===== config.mk =====
export PLATFORM = sky130hd
export DESIGN_NAME = keypad_scan_controller
export DESIGN_NICKNAME = d
export VERILOG_FILES = /design/src/rtl/keypad_scan_controller.sv
export SDC_FILE = /design/constraint.sdc
export NUM_CORES = 1
export LEC_CHECK = 0
export ABC_AREA = 1
export CORE_MARGIN = 10
export CORE_UTILIZATION = 57
export DETAILED_ROUTE_END_ITERATION = 12
export GPL_TIMING_DRIVEN = 1
export PLACE_DENSITY = 0.79
export SLEW_MARGIN = 25
export SYNTH_ARGS = -nofsm -noshare
export SYNTH_HDL_FRONTEND = slang
export SYNTH_SLANG_ARGS = --single-unit

===== constraint.sdc =====
create_clock -name clk -period 2.45 [get_ports clk]
set_input_delay 0.245 -clock clk [delete_from_list [all_inputs] [get_ports clk]]
set_output_delay 0.245 -clock clk [all_outputs]
set_load 0.01 [all_outputs]

===== src/rtl/keypad_scan_controller.sv =====
// Keypad scan control FSM: scan, synchronize, debounce, re-check,
// send one key, then wait for a filtered release.
//
// Ports:
//   clk                  system clock, rising edge
//   reset                asynchronous active-low reset
//   buttonpush           any row active on the current column
//   synch_done           synchronizer snapshot loaded
//   debounce_done        debounce counter terminal count
//   post_debounce        re-check result while check_again=1
//   scan_counter_en      advance the column scan (SCAN)
//   WE_synch             synchronizer write enable (SYNCH)
//   debouncer_counter_en debounce counter enable (DEBOUNCE)
//   check_again          re-check request (CHECK)
//   WE_send              load decoded key, one pulse per key (SEND)
//   busy                 high in SYNCH..HOLD
//   abort                one-cycle pulse on watchdog expiry
//   reject               one-cycle pulse on failed re-check
//   state_dbg            current state encoding

module keypad_scan_controller #(
    parameter int WATCHDOG_CYCLES = 1000000,
    parameter int RELEASE_CYCLES  = 16
) (
    input  logic       clk,
    input  logic       reset,
    input  logic       buttonpush,
    input  logic       synch_done,
    input  logic       debounce_done,
    input  logic       post_debounce,
    output logic       scan_counter_en,
    output logic       WE_synch,
    output logic       debouncer_counter_en,
    output logic       check_again,
    output logic       WE_send,
    output logic       busy,
    output logic       abort,
    output logic       reject,
    output logic [2:0] state_dbg
);

    localparam int WD_W =
        (WATCHDOG_CYCLES > 1) ? $clog2(WATCHDOG_CYCLES) : 1;
    localparam int REL_W =
        (RELEASE_CYCLES > 1) ? $clog2(RELEASE_CYCLES) : 1;

    localparam logic [WD_W-1:0] WD_LAST =
        WD_W'(WATCHDOG_CYCLES - 1);
    localparam logic [REL_W-1:0] REL_LAST =
        REL_W'(RELEASE_CYCLES - 1);

    typedef enum logic [2:0] {
        IDLE     = 3'd0,
        SCAN     = 3'd1,
        SYNCH    = 3'd2,
        DEBOUNCE = 3'd3,
        CHECK    = 3'd4,
        SEND     = 3'd5,
        HOLD     = 3'd6
    } state_t;

    state_t           state;
    state_t           state_nxt;
    logic             abort_nxt;
    logic             reject_nxt;
    logic [WD_W-1:0]  wd_cnt;
    logic [REL_W-1:0] rel_cnt;
    logic             wd_expired;
    logic             rel_done;

    assign wd_expired = (wd_cnt == WD_LAST);
    assign rel_done   = (rel_cnt == REL_LAST);

    // State register
    always_ff @(posedge clk or negedge reset) begin
        if (!reset) begin
            state <= IDLE;
        end else begin
            state <= state_nxt;
        end
    end

    // Next state plus event pulses.
    // A done flag takes priority over a simultaneous expiry.
    always_comb begin
        state_nxt  = state;
        abort_nxt  = 1'b0;
        reject_nxt = 1'b0;
        unique case (state)
            IDLE: begin
                state_nxt = SCAN;
            end
            SCAN: begin
                if (buttonpush) begin
                    state_nxt = SYNCH;
                end
            end
            SYNCH: begin
                if (synch_done) begin
                    state_nxt = DEBOUNCE;
                end else if (wd_expired) begin
                    state_nxt = SCAN;
                    abort_nxt = 1'b1;
                end
            end
            DEBOUNCE: begin
                if (debounce_done) begin
                    state_nxt = CHECK;
                end else if (wd_expired) begin
                    state_nxt = SCAN;
                    abort_nxt = 1'b1;
                end
            end
            CHECK: begin
                if (post_debounce) begin
                    state_nxt = SEND;
                end else begin
                    state_nxt  = SCAN;
                    reject_nxt = 1'b1;
                end
            end
            SEND: begin
                state_nxt = HOLD;
            end
            HOLD: begin
                if (!buttonpush && rel_done) begin
                    state_nxt = SCAN;
                end
            end
            default: begin
                state_nxt = IDLE;
            end
        endcase
    end

    // Watchdog: any state change clears it, so it starts at 0
    // on entry to SYNCH and again on entry to DEBOUNCE.
    // It saturates at the expiry value instead of wrapping.
    always_ff @(posedge clk or negedge reset) begin
        if (!reset) begin
            wd_cnt <= '0;
        end else if (state_nxt != state) begin
            wd_cnt <= '0;
        end else if ((state == SYNCH || state == DEBOUNCE)
                     && !wd_expired) begin
            wd_cnt <= wd_cnt + WD_W'(1);
        end
    end

    // Release filter: counts consecutive low cycles in HOLD,
    // any high cycle restarts the count.
    always_ff @(posedge clk or negedge reset) begin
        if (!reset) begin
            rel_cnt <= '0;
        end else if (state != HOLD || buttonpush) begin
            rel_cnt <= '0;
        end else if (!rel_done) begin
            rel_cnt <= rel_cnt + REL_W'(1);
        end
    end

    // Outputs registered from the next-state decode so they
    // line up with the state register and have no input path.
    always_ff @(posedge clk or negedge reset) begin
        if (!reset) begin
            scan_counter_en      <= 1'b0;
            WE_synch             <= 1'b0;
            debouncer_counter_en <= 1'b0;
            check_again          <= 1'b0;
            WE_send              <= 1'b0;
            busy                 <= 1'b0;
            abort                <= 1'b0;
            reject               <= 1'b0;
        end else begin
            scan_counter_en      <= (state_nxt == SCAN);
            WE_synch             <= (state_nxt == SYNCH);
            debouncer_counter_en <= (state_nxt == DEBOUNCE);
            check_again          <= (state_nxt == CHECK);
            WE_send              <= (state_nxt == SEND);
            busy                 <= (state_nxt == SYNCH)
                                 || (state_nxt == DEBOUNCE)
                                 || (state_nxt == CHECK)
                                 || (state_nxt == SEND)
                                 || (state_nxt == HOLD);
            abort                <= abort_nxt;
            reject               <= reject_nxt;
        end
    end

    assign state_dbg = state;

endmodule

After elaboration in Yosys (flattened, before gate mapping)
Cells that the tools add are included.

storage, ports and cells
  register bits = 35
  latch bits = 0
  memory bits (writable) = 0
  bits in read-only memories = 0
  input port bits = 6
  output and inout port bits = 11
  logic and storage cells = 59
  memories kept = 0

cells by class
  add/subtract/negate cells = 2
  multipliers = 0
  div/mod/pow operators = 0
  magnitude comparators = 0
  equal/unequal tests = 17
  shift-type cells = 0
  muxes and demuxes = 17
  bitwise logic cells = 0
  reduce and logical (&&, ||, !) cells = 12

operators with widths
  cell                                                                    number
  20-bit two-way mux                                                      2
  3-bit one-hot mux with 7 select lines                                   1
  20-bit by 1-bit adder with 20-bit output (second input constant)        1
  20-bit equality test (second input constant)                            1
  3-bit equality test (second input constant)                             6
  3-bit two-way mux                                                       6
  3-bit by 2-bit equality test with 1-bit output (second input constant)  4
  4-bit two-way mux                                                       2
  3-bit by 1-bit equality test with 1-bit output (second input constant)  2
  1-bit logical OR                                                        6
  1-bit two-way mux                                                       5
  4-bit by 1-bit adder with 4-bit output (second input constant)          1
  4-bit equality test (second input constant)                             1
  3-bit zero test                                                         1
  3-bit != test                                                           1
  3-bit != test (second input constant)                                   1
  1-bit logical AND                                                       2
  1-bit zero test                                                         2
  2-bit by 1-bit != test with 1-bit output (second input constant)        1
  1-bit one-hot mux with 2 select lines                                   1
  2-bit nonzero test                                                      1

Longest topological paths before layout
  depth after elaboration = 9
  mapped depth = 12
  depth with buffers taken out = 11

Least setup slack after synthesis
No wires, ideal clock.

  path type = flip-flop to flip-flop
  start point = register wd_cnt[0]
  end point = register wd_cnt[10]
  setup time = 119 ps
  data arrival time = 1,571 ps
  required time = 2,331 ps
  setup slack = 760 ps
  cell stages (with the launch flop) = 10
  path buffers = 1
  period minus slack after synthesis = 1,690 ps
  path through = dfrtp_1 -> ha_1 -> nand3_2 -> nor2_1 -> nand3_2 -> o21ai_2 -> nand3_2 -> nand2_4 -> buf_12 -> nor2_2

on the way
  longest elaborated chain between the ends = 6
  elaborated cells on any way between the ends = 12
  classes of those cells = add/sub: 1; eq/ne: 2; mux: 6; reduce/logical: 3

ends and longest elaborated chain
  what                                                             line      RTL
  start, declared                                                  66        logic [WD_W-1:0] wd_cnt;
  start signal, assigned                                           146       wd_cnt <= wd_cnt + WD_W'(1);
  20-bit equality test                                             71        assign wd_expired = (wd_cnt == WD_LAST);
  3-bit two-way mux                                                101, 109
  3-bit two-way mux, on equally long branches                      107, 99
  3-bit one-hot mux with 7 select lines                            89        unique case (state)
  3-bit != test                                                    142       end else if (state_nxt != state) begin
  20-bit two-way mux / 2-bit nonzero test (equally long branches)  --

Parallel ways exist; a longest one is shown, timed or not. The select of a mux whose other input is x is not followed.
A chain may end at the register's enable or synchronous reset.

Worst setup path after layout
  start point = register wd_cnt[0]
  end point = register wd_cnt[5]

The elaborated chain is that of the path after synthesis.

==> impl_metrics.env <==
export IMPL_clock_sinks=35
export IMPL_synth_top_area_share_pct=44.1
export IMPL_setup_violations_final=0
export IMPL_synth_flop_cell="dfrtp_1"
export IMPL_async_flop_share_pct=100
export IMPL_fillers=301
export IMPL_r2r_start="wd_cnt[0]"
export IMPL_fin_nets=287
export IMPL_multi_input_area_um2=963
export IMPL_dp_hpwl_um=3000
export IMPL_grt_pass1_vias=1620
export IMPL_gr_max_usage_layer="met2"
export IMPL_synth_edf_count=0
export IMPL_cp_slowest_stage_delay_ns=0.44
export IMPL_cts_clk_slew_worst_paths_ns=0.11
export IMPL_post_cts_buffers=0
export IMPL_remaining_drc_errors=0
export IMPL_wl_per_cell_um=12.4
export IMPL_rrSetupSlack_ns=0.35
export IMPL_setup_ws_ns=0.345
export IMPL_pre_cts_slack_ns=0.377
export IMPL_syn_num_nets=265
export IMPL_cts_buffers=5
export IMPL_first_pass_iters=4
export IMPL_die_h_um=79.0
export IMPL_p_leak_uw=0.00104
export IMPL_grtUsageMet3_pct=4.84
export IMPL_hp_class="in2async"
export IMPL_tritoncts="done"
export IMPL_clockRootBuffer="clkbuf_4"
export IMPL_mostFrequentLayoutCell="nand2_1"
export IMPL_diodes=0
export IMPL_die_w_um=79.0
export IMPL_via_count=1690
export IMPL_final_hold_viol_count=0
export IMPL_layout_common_cells="61 x nand2_1, 40 x nor2_1, 35 x dfrtp_1"
export IMPL_drtAntennaViolNets=0
export IMPL_crit_required_ns=2.68
export IMPL_synth_area_top_cells="dfrtp_1 44%, nand2_1 12%, nor2_1 7.6%, inv_1 5.1%, nor2_2 4.4%"
export IMPL_tns_ns=0
export IMPL_use_met2_pct=23.6
export IMPL_criticalPathCategory="reg2reg"
export IMPL_area_sequential_um2=876
export IMPL_finalPower_uw=1880
export IMPL_tightest_slew_ns=0.432
export IMPL_viasPerCell=5.18
export IMPL_fmax_mhz=475
export IMPL_arrival_ns=2.33
export IMPL_clock_latency_ns=0.35
export IMPL_drive_above_1_share_pct=13.2
export IMPL_ctsResizeCount=0
export IMPL_htree_num_levels=2
export IMPL_drt_total_wl_um=4030
export IMPL_critical_path_peak_fanout=8
export IMPL_path_cells="ha_1, nand3_2, nor2_1, nand3_2, nand2_1, inv_1, nand2_1, xor2_1, nor2_2"
export IMPL_slew_headroom_pct=71.2
export IMPL_fin_skew_ns=0.0179
export IMPL_r2r_cells=9
export IMPL_cp_start_kind="flop"
export IMPL_period_needed_ns=2.10
export IMPL_overflow=0
export IMPL_timing_final_crit_share_pct=85.9
export IMPL_worstReg2RegEnd="wd_cnt[5]"
export IMPL_mappedNetlistArea_mm2=0.00199
export IMPL_rsz0062_at_grt="no"
export IMPL_endpoint_kind="flop"
export IMPL_stdcell_area_mm2=0.00223
export IMPL_die_area_mm2=0.00625
export IMPL_slew_violations=0
export IMPL_io_pins=17
export IMPL_ys_ff_latch=35
export IMPL_grt_max_degree=36
export IMPL_antenna_found_initial=0
export IMPL_synth_top_area_cell="dfrtp_1"
export IMPL_power_density_mw_per_mm2=842
export IMPL_avgSynthCellArea_um2=7.73
export IMPL_met1_usage_pct=17.0
export IMPL_first_iter_violations=139
export IMPL_io_buffers=16
export IMPL_clock_path_buffers=2
export IMPL_start_util_pct=59.1
export IMPL_cp_slowest_cell="dfrtp_1"
export IMPL_grt_total_usage_pct=14.3
export IMPL_gp_congestion=0.839
export IMPL_ir_drop_v=0.000320
export IMPL_cts_hold_fix_buffers=0
export IMPL_synth_warnings=0
export IMPL_ys_seq_area_share_pct=44.1
export IMPL_synthCells=257
export IMPL_place_area_mm2=0.00218
export IMPL_status="completed"
export IMPL_rows=21
export IMPL_synth_distinct_cells=26
export IMPL_grt_pass1_wl_um=7320
export IMPL_core_area_mm2=0.00336
export IMPL_syn2layout_area_growth_pct=12.5
export IMPL_drv_cap=0
[state kept, by name (all words and copies together) (netlist names)]
name,cells
wd_cnt,20
rel_cnt,4
state_dbg,3
WE_send,1
WE_synch,1
abort,1
busy,1
check_again,1
debouncer_counter_en,1
reject,1
scan_counter_en,1
[cell usage after synthesis, types with 2 or more instances]
master,count
nand2_1,61
nor2_1,40
dfrtp_1,35
inv_1,27
nand3_1,17
nor2_2,14
nand4_1,10
nor3_1,8
xnor2_1,7
xor2_1,5
o21ai_0,4
a21oi_1,3
inv_2,3
nand2_2,3
nand3_2,3
a31oi_1,2
buf_4,2
ha_1,2
nand2_4,2
nor2_4,2
o21ai_1,2
[cell type report]
class,count,area share [%]
inverter,30,5.04
clock inverter,1,0.224
clock buffer,7,2.02
timing repair buffer,18,7.84
sequential,35,39.2
tap,46,2.58
multi-input combinational,189,43.1
[metrics by stage]
stage               hold slack (ns)  utilization, %  std cells
floorplan                   -0.0506               -        257
global placement              0.485            65.0        318
detailed placement            0.490            65.0        318
CTS                           0.294            66.4        326
global route                  0.321            66.4        326
finish                        0.284            66.4        326
[worst max-delay path by stage]
stage                 endpoint  slack (ns)  startpoint
finish               wd_cnt[5]        0.35   wd_cnt[0]
global route         wd_cnt[5]        0.12   wd_cnt[0]
CTS                  wd_cnt[5]        0.33   wd_cnt[0]
detailed placement   wd_cnt[5]        0.38   wd_cnt[0]
global placement     wd_cnt[7]        0.41   wd_cnt[0]
floorplan           wd_cnt[10]        0.76   wd_cnt[0]
[critical path, delay by kind of cell (launching register included)]
kind / cells / cell delay [ns]
buf+inv: 1 / 0.20
flops: 1 / 0.44
fa+ha+maj: 1 / 0.21
simple gates: 6 / 0.93
xor+xnor: 1 / 0.19
[cell families (layout without fill, tap and decap cells)]
| kind of cell | count (synthesis) | after routing | share of synthesized area (%) |
|---|---|---|---|
| AOI/OAI and AO/OA | 12 | 12 | 3.34 |
| xor gates and xnor gates | 12 | 12 | 5.29 |
| adders and majority gates | 2 | 2 | 1.26 |
| buffers and inverters | 33 | 56 | 7.43 |
| DFF | 35 | 35 | 44.1 |
| and+or+nand+nor | 163 | 163 | 38.6 |
[power by group]
| part | internal (µW) | total [µW] | switching [µW] |
|---|---|---|---|
| clock network | 112 | 303 | 191 |
| registers | 647 | 722 | 75.1 |
| logic | 286 | 856 | 571 |
| total | 1040 | 1880 | 837 |
[layer usage]
| metal | wire, µm | up-vias | share of wire (%) |
|---|---|---|---|
| met2 | 1970 | 38 | 49 |
| met3 | 217 | 6 | 5.4 |
| met5 | 0 | - | 0 |
| li1 | - | 858 | - |
| met1 | 1780 | 788 | 44 |
| met4 | 57 | 0 | 1.4 |
Note: power is estimated with default switching activity, not from simulation.
